<file path="src/rtl/dom_masked_pkg.sv">
// dom_masked_pkg: shared share count and width/offset helpers for the DOM masked AND chain
package dom_masked_pkg;
    localparam int NUM_SHARES = 2;
    function automatic int rnd_width(input int n_in, input int width, input bit refresh);
        return width * (refresh ? n_in : n_in - 1);
    endfunction
    function automatic int op_off(input int k, input int width);
        return k * width;
    endfunction
endpackage

</file>
<file path="src/rtl/dom_and2_reg.sv">
// dom_and2_reg: one registered two-share DOM-indep AND gadget over WIDTH independent lanes
module dom_and2_reg
    import dom_masked_pkg::*;
#(
    parameter int WIDTH = 1
) (
    input  logic                             clk,
    input  logic                             rst,
    input  logic                             i_en,
    input  logic [NUM_SHARES-1:0][WIDTH-1:0] i_a,
    input  logic [NUM_SHARES-1:0][WIDTH-1:0] i_b,
    input  logic [WIDTH-1:0]                 i_r,
    output logic [NUM_SHARES-1:0][WIDTH-1:0] o_y
);
    logic [WIDTH-1:0] r_i0, r_i1, r_c01, r_c10;
    // Register inner products and remasked cross products so nothing recombines before a register
    always_ff @(posedge clk or posedge rst) begin
        if (rst) begin
            r_i0  <= '0;
            r_i1  <= '0;
            r_c01 <= '0;
            r_c10 <= '0;
        end else if (i_en) begin
            r_i0  <= i_a[0] & i_b[0];
            r_i1  <= i_a[1] & i_b[1];
            r_c01 <= (i_a[0] & i_b[1]) ^ i_r;
            r_c10 <= (i_a[1] & i_b[0]) ^ i_r;
        end
    end
    assign o_y = {r_i1 ^ r_c10, r_i0 ^ r_c01};
endmodule

</file>
<file path="src/rtl/dom_and_chain_masked.sv">
// dom_and_chain_masked: pipelined two-share masked AND of N_IN operands with valid/ready handshake
// Define DOM_OUT_REFRESH_EN to append a registered remasking stage after the last gadget.
module dom_and_chain_masked
    import dom_masked_pkg::*;
#(
    parameter int N_IN  = 3,
    parameter int WIDTH = 1,
`ifdef DOM_OUT_REFRESH_EN
    localparam bit REFRESH = 1'b1,
`else
    localparam bit REFRESH = 1'b0,
`endif
    localparam int RND_W = rnd_width(N_IN, WIDTH, REFRESH)
) (
    input  logic                  clk,
    input  logic                  rst,
    input  logic                  in_valid,
    output logic                  in_ready,
    input  logic [N_IN*WIDTH-1:0] x0,
    input  logic [N_IN*WIDTH-1:0] x1,
    input  logic [RND_W-1:0]      rnd,
    output logic                  out_valid,
    input  logic                  out_ready,
    output logic [WIDTH-1:0]      y0,
    output logic [WIDTH-1:0]      y1
);
    localparam int NG  = N_IN - 1;
    localparam int NST = NG + int'(REFRESH);

    logic                             w_en;
    logic [NST-1:0]                   r_v;
    logic [NUM_SHARES-1:0][WIDTH-1:0] w_o [NG];

    assign w_en      = !out_valid || out_ready;
    assign in_ready  = w_en;
    assign out_valid = r_v[NST-1];

    // Valid bits march with the data; bubbles are kept, never squeezed out
    always_ff @(posedge clk or posedge rst) begin
        if (rst) r_v <= '0;
        else if (w_en) r_v <= (r_v << 1) | NST'(in_valid);
    end

    for (genvar s = 0; s < N_IN - 2; s++) begin : g_od
        localparam int OW = (N_IN - 2 - s) * WIDTH;
        logic [NUM_SHARES-1:0][OW-1:0] r_d;
        logic [NUM_SHARES-1:0][OW-1:0] w_d;
        if (s == 0) begin : g_src
            assign w_d = {x1[N_IN*WIDTH-1:op_off(2, WIDTH)], x0[N_IN*WIDTH-1:op_off(2, WIDTH)]};
        end else begin : g_src
            assign w_d = {g_od[s-1].r_d[1][OW+WIDTH-1:WIDTH], g_od[s-1].r_d[0][OW+WIDTH-1:WIDTH]};
        end
        // Carry not-yet-consumed operands share-wise so each meets its gadget in the same beat
        always_ff @(posedge clk or posedge rst) begin
            if (rst) r_d <= '0;
            else if (w_en) r_d <= w_d;
        end
    end

    for (genvar s = 0; s < NST - 1; s++) begin : g_rd
        localparam int RW = (NST - 1 - s) * WIDTH;
        logic [RW-1:0] r_r;
        logic [RW-1:0] w_r;
        if (s == 0) begin : g_src
            assign w_r = rnd[RND_W-1:WIDTH];
        end else begin : g_src
            assign w_r = g_rd[s-1].r_r[RW+WIDTH-1:WIDTH];
        end
        // Randomness drawn at accept travels with its beat until its consumer stage
        always_ff @(posedge clk or posedge rst) begin
            if (rst) r_r <= '0;
            else if (w_en) r_r <= w_r;
        end
    end

    for (genvar g = 0; g < NG; g++) begin : g_gad
        logic [NUM_SHARES-1:0][WIDTH-1:0] w_a, w_b;
        logic [WIDTH-1:0]                 w_r;
        if (g == 0) begin : g_in
            assign w_a = {x1[op_off(0, WIDTH) +: WIDTH], x0[op_off(0, WIDTH) +: WIDTH]};
            assign w_b = {x1[op_off(1, WIDTH) +: WIDTH], x0[op_off(1, WIDTH) +: WIDTH]};
            assign w_r = rnd[WIDTH-1:0];
        end else begin : g_in
            assign w_a = w_o[g-1];
            assign w_b = {g_od[g-1].r_d[1][WIDTH-1:0], g_od[g-1].r_d[0][WIDTH-1:0]};
            assign w_r = g_rd[g-1].r_r[WIDTH-1:0];
        end
        dom_and2_reg #(.WIDTH(WIDTH)) u_gad (
            .clk  (clk),
            .rst  (rst),
            .i_en (w_en),
            .i_a  (w_a),
            .i_b  (w_b),
            .i_r  (w_r),
            .o_y  (w_o[g])
        );
    end

`ifdef DOM_OUT_REFRESH_EN
    logic [WIDTH-1:0] r_y0, r_y1;
    // Remask the final shares with the last fresh slice before they leave the block
    always_ff @(posedge clk or posedge rst) begin
        if (rst) begin
            r_y0 <= '0;
            r_y1 <= '0;
        end else if (w_en) begin
            r_y0 <= w_o[NG-1][0] ^ g_rd[NST-2].r_r;
            r_y1 <= w_o[NG-1][1] ^ g_rd[NST-2].r_r;
        end
    end
    assign y0 = r_y0;
    assign y1 = r_y1;
`else
    assign y0 = w_o[NG-1][0];
    assign y1 = w_o[NG-1][1];
`endif
endmodule

</file>
<file path="config.mk">
export PLATFORM = sky130hd
export DESIGN_NAME = dom_and_chain_masked
export DESIGN_NICKNAME = d
export VERILOG_FILES = /design/src/rtl/dom_masked_pkg.sv /design/src/rtl/dom_and2_reg.sv /design/src/rtl/dom_and_chain_masked.sv
export SDC_FILE = /design/constraint.sdc
export NUM_CORES = 1
export LEC_CHECK = 0
export BUFFER_PORTS_ARGS = -buffer_cell sky130_fd_sc_hd__buf_2
export CORE_MARGIN = 4
export CORE_UTILIZATION = 43
export DETAILED_ROUTE_END_ITERATION = 8
export GPL_ROUTABILITY_DRIVEN = 1
export HOLD_SLACK_MARGIN = 0.05
export PLACE_DENSITY = 0.7
export REMOVE_ABC_BUFFERS = 1
export SYNTH_ARGS = -nofsm -noshare
export SYNTH_HDL_FRONTEND = slang
export SYNTH_SLANG_ARGS = --single-unit
</file>
<file path="constraint.sdc">
create_clock -name clk -period 1 [get_ports clk]
set_input_delay 0.15 -clock clk [delete_from_list [all_inputs] [get_ports clk]]
set_output_delay 0.15 -clock clk [all_outputs]
set_load 0.05 [all_outputs]
</file>
==> metrics.txt <==
post-DR vias/cell between 4 and 5; final hold violation count 0; failing checks setup timing; DR WL/cell 10.9 µm; Core Area 1190 µm²; worst hold path class input port to register; #FFs+latches synth 13; DRT Pass-1 Iters 4; CTS tree built; Die ar. 1980 µm²; antenna fix cells 0; hold path endpoint r_v[0]$_DFFE_PP0P_; post-route clock period utilization 1.21; Clock Skew 2.14 ps; crit path max fanout 2; Leak 0.438 nW; CP arrival roughly 1100 ps; yosys warns 0; vias 523; most frequent cells in the layout nand2_1, buf_4, dfrtp_1; Detail Placement HPWL roughly 770 µm; Post-Layout Inst Area about 830 µm²; Max-Cap Viols 0; Routability Congestion 0.682; CTS buffer count 3; final setup fails 12; Placement Cell Area 712 µm²; crit path kind register to output pin; Tot GR Track Use 0.139; Cell variety after synth 15; Chip Height 44.5 µm; Final Util 0.704; total power 1.69 mW; crit end category output pin; Net count, final 106; DRT iter0 DRCs 9; filler instances roughly 100; clock sinks 13; total wire length 1160 µm; FF-to-FF setup slack -90 ps; hold path start in_valid; clock root buffer clkbuf_4; wire length of the first global-routing pass between 1500 and 2000 µm; final worst slack -210 ps; worst r2r dst g_gad[1].u_gad.r_c10$_DFFE_PP0P_; Tmin final 1210 ps; antenna violations before repair 0; Worst EP required 850 ps; RSZ-0062 raised after global routing yes; Die X 44.5 µm; DRC 0; Synth Area per Inst 9.41 µm²; worst hold-check slack 61.6 ps; vias in the first global route 459; CP Launch Type register; largest net degree at the start of global routing 14; Max Slew Vio Count 0; Max H-tree Level 1; Post-Synthesis Cells 61; Congestion Overflow GR 0; status finished, violations left; share of cells above drive strength 1 0.387; reg2reg path depth 5; VDD IR max approximately 0.0010 V; Slew @ Worst Pin roughly 480 ps; worst rel slew slack 0.678; Routed Antenna Nets 0; deepest clock path buffer count 2; Achievable Freq 0.826 GHz; Syn-to-layout area delta 45.3%; leading cell type in the layout, fill and taps excluded nand2_1; CTS clk-pin slew, worst paths roughly 80 ps; Seq/Total Area, Yosys 0.566; synthesized cell area 574 µm²; PwrDens 2020 nW/µm²; hold depth 3; IO Port Bufs 15; Clk Latency, worst-skew pair between 200 and 300 ps; Core Rows 12; Initial Util 0.484; I/O Pins 16; worst r2r src r_v[1]$_DFFE_PP0P_
-- state kept, by name, summed over array words and instances (netlist names) --
name               count
g_gad.u_gad.r_c10      2
g_gad.u_gad.r_i0       2
g_gad.w_b              2
g_gad.u_gad.r_i1       2
r_v                    2
g_gad.u_gad.r_c01      2
g_gad.w_r              1
-- layout make-up --
type                    instances  area, µm²  area share
flip-flops and latches         13        325       0.390
multi-input cells              42        239       0.286
repair buffers                 30        211       0.253
clock buffers                   4       26.3      0.0315
well taps                      14       17.5      0.0210
inverters                       4       15.0      0.0180
-- power breakdown --
group          internal, mW  total, mW  switching (mW)
logic                 0.319      0.690           0.370
registers             0.614      0.672          0.0588
clock network         0.155      0.326           0.171
total                  1.09       1.69           0.600
-- cell usage after synthesis --
library cell | number | area share
nand2_1 | 18 | 0.12
dfrtp_1 | 13 | 0.57
o21ai_0 | 6 | 0.052
inv_1 | 4 | 0.026
xor2_1 | 4 | 0.061
a31oi_1 | 2 | 0.022
nand3_1 | 2 | 0.017
nor2_1 | 2 | 0.013
o31ai_1 | 2 | 0.026
or3_1 | 2 | 0.022
xnor2_1 | 2 | 0.031
and2b_1 | 1 | 0.013
buf_2 | 1 | 0.0087
buf_4 | 1 | 0.013
nand2b_1 | 1 | 0.011
-- logic make-up after synthesis --
kind of cell / synth area share
DFF: 0.566
AOI/OAI and AO/OA: 0.100
buffers and inverters: 0.0479
xor gates and xnor gates: 0.0915
and+or+nand+nor: 0.194
-- routing by layer --
layer / global-route usage / vias up / routed length [µm]
li1: - / 261 / -
met1: 0.166 / 245 / 481
met2: 0.209 / 13 / 573
met3: 0.0610 / 4 / 84
met4: 0.0723 / 0 / 22
met5: 0 / - / 0
-- metrics by stage --
step / setup slack (ps) / cells / setup TNS [ps]
floorplan: -724 / 59 / -8270
global placement: -52.5 / 94 / -131
detailed placement: -82.2 / 94 / -212
CTS: -212 / 103 / -965
global route: -254 / 107 / -1960
finish: -210 / 107 / -892
-- worst max-delay path, stage by stage (launching register included) --
cell     delay [ps]
dfrtp_1         400
xor2_1          160
buf_4           220
-- worst max path at each step --
| stage | depth (start not counted) | slack [ps] | start | endpoint |
|---|---|---|---|---|
| after floorplan | 4 | -720 | r_v[1]$_DFFE_PP0P_ | g_gad[1].u_gad.r_c01$_DFFE_PP0P_ |
| after global placement | 3 | -50 | g_gad[0].u_gad.r_i0$_DFFE_PP0P_ | g_gad[1].u_gad.r_c01$_DFFE_PP0P_ |
| after detailed placement | 3 | -80 | g_gad[0].u_gad.r_c10$_DFFE_PP0P_ | g_gad[1].u_gad.r_c10$_DFFE_PP0P_ |
| after CTS | 3 | -210 | r_v[1]$_DFFE_PP0P_ | in_ready |
| after global routing | 2 | -250 | g_gad[1].u_gad.r_i1$_DFFE_PP0P_ | y1 |
| final | 2 | -210 | g_gad[1].u_gad.r_i1$_DFFE_PP0P_ | y1 |
-- timing repair --
item,4_1_cts,5_1_grt
pin swaps,4,2
hold buffers,1,0
buffers inserted,6,4
endpoints found under the hold margin,13,0
resized for setup,7,6
endpoints found under the setup margin,8,17
No activity file was read; power rests on OpenSTA's default activity.
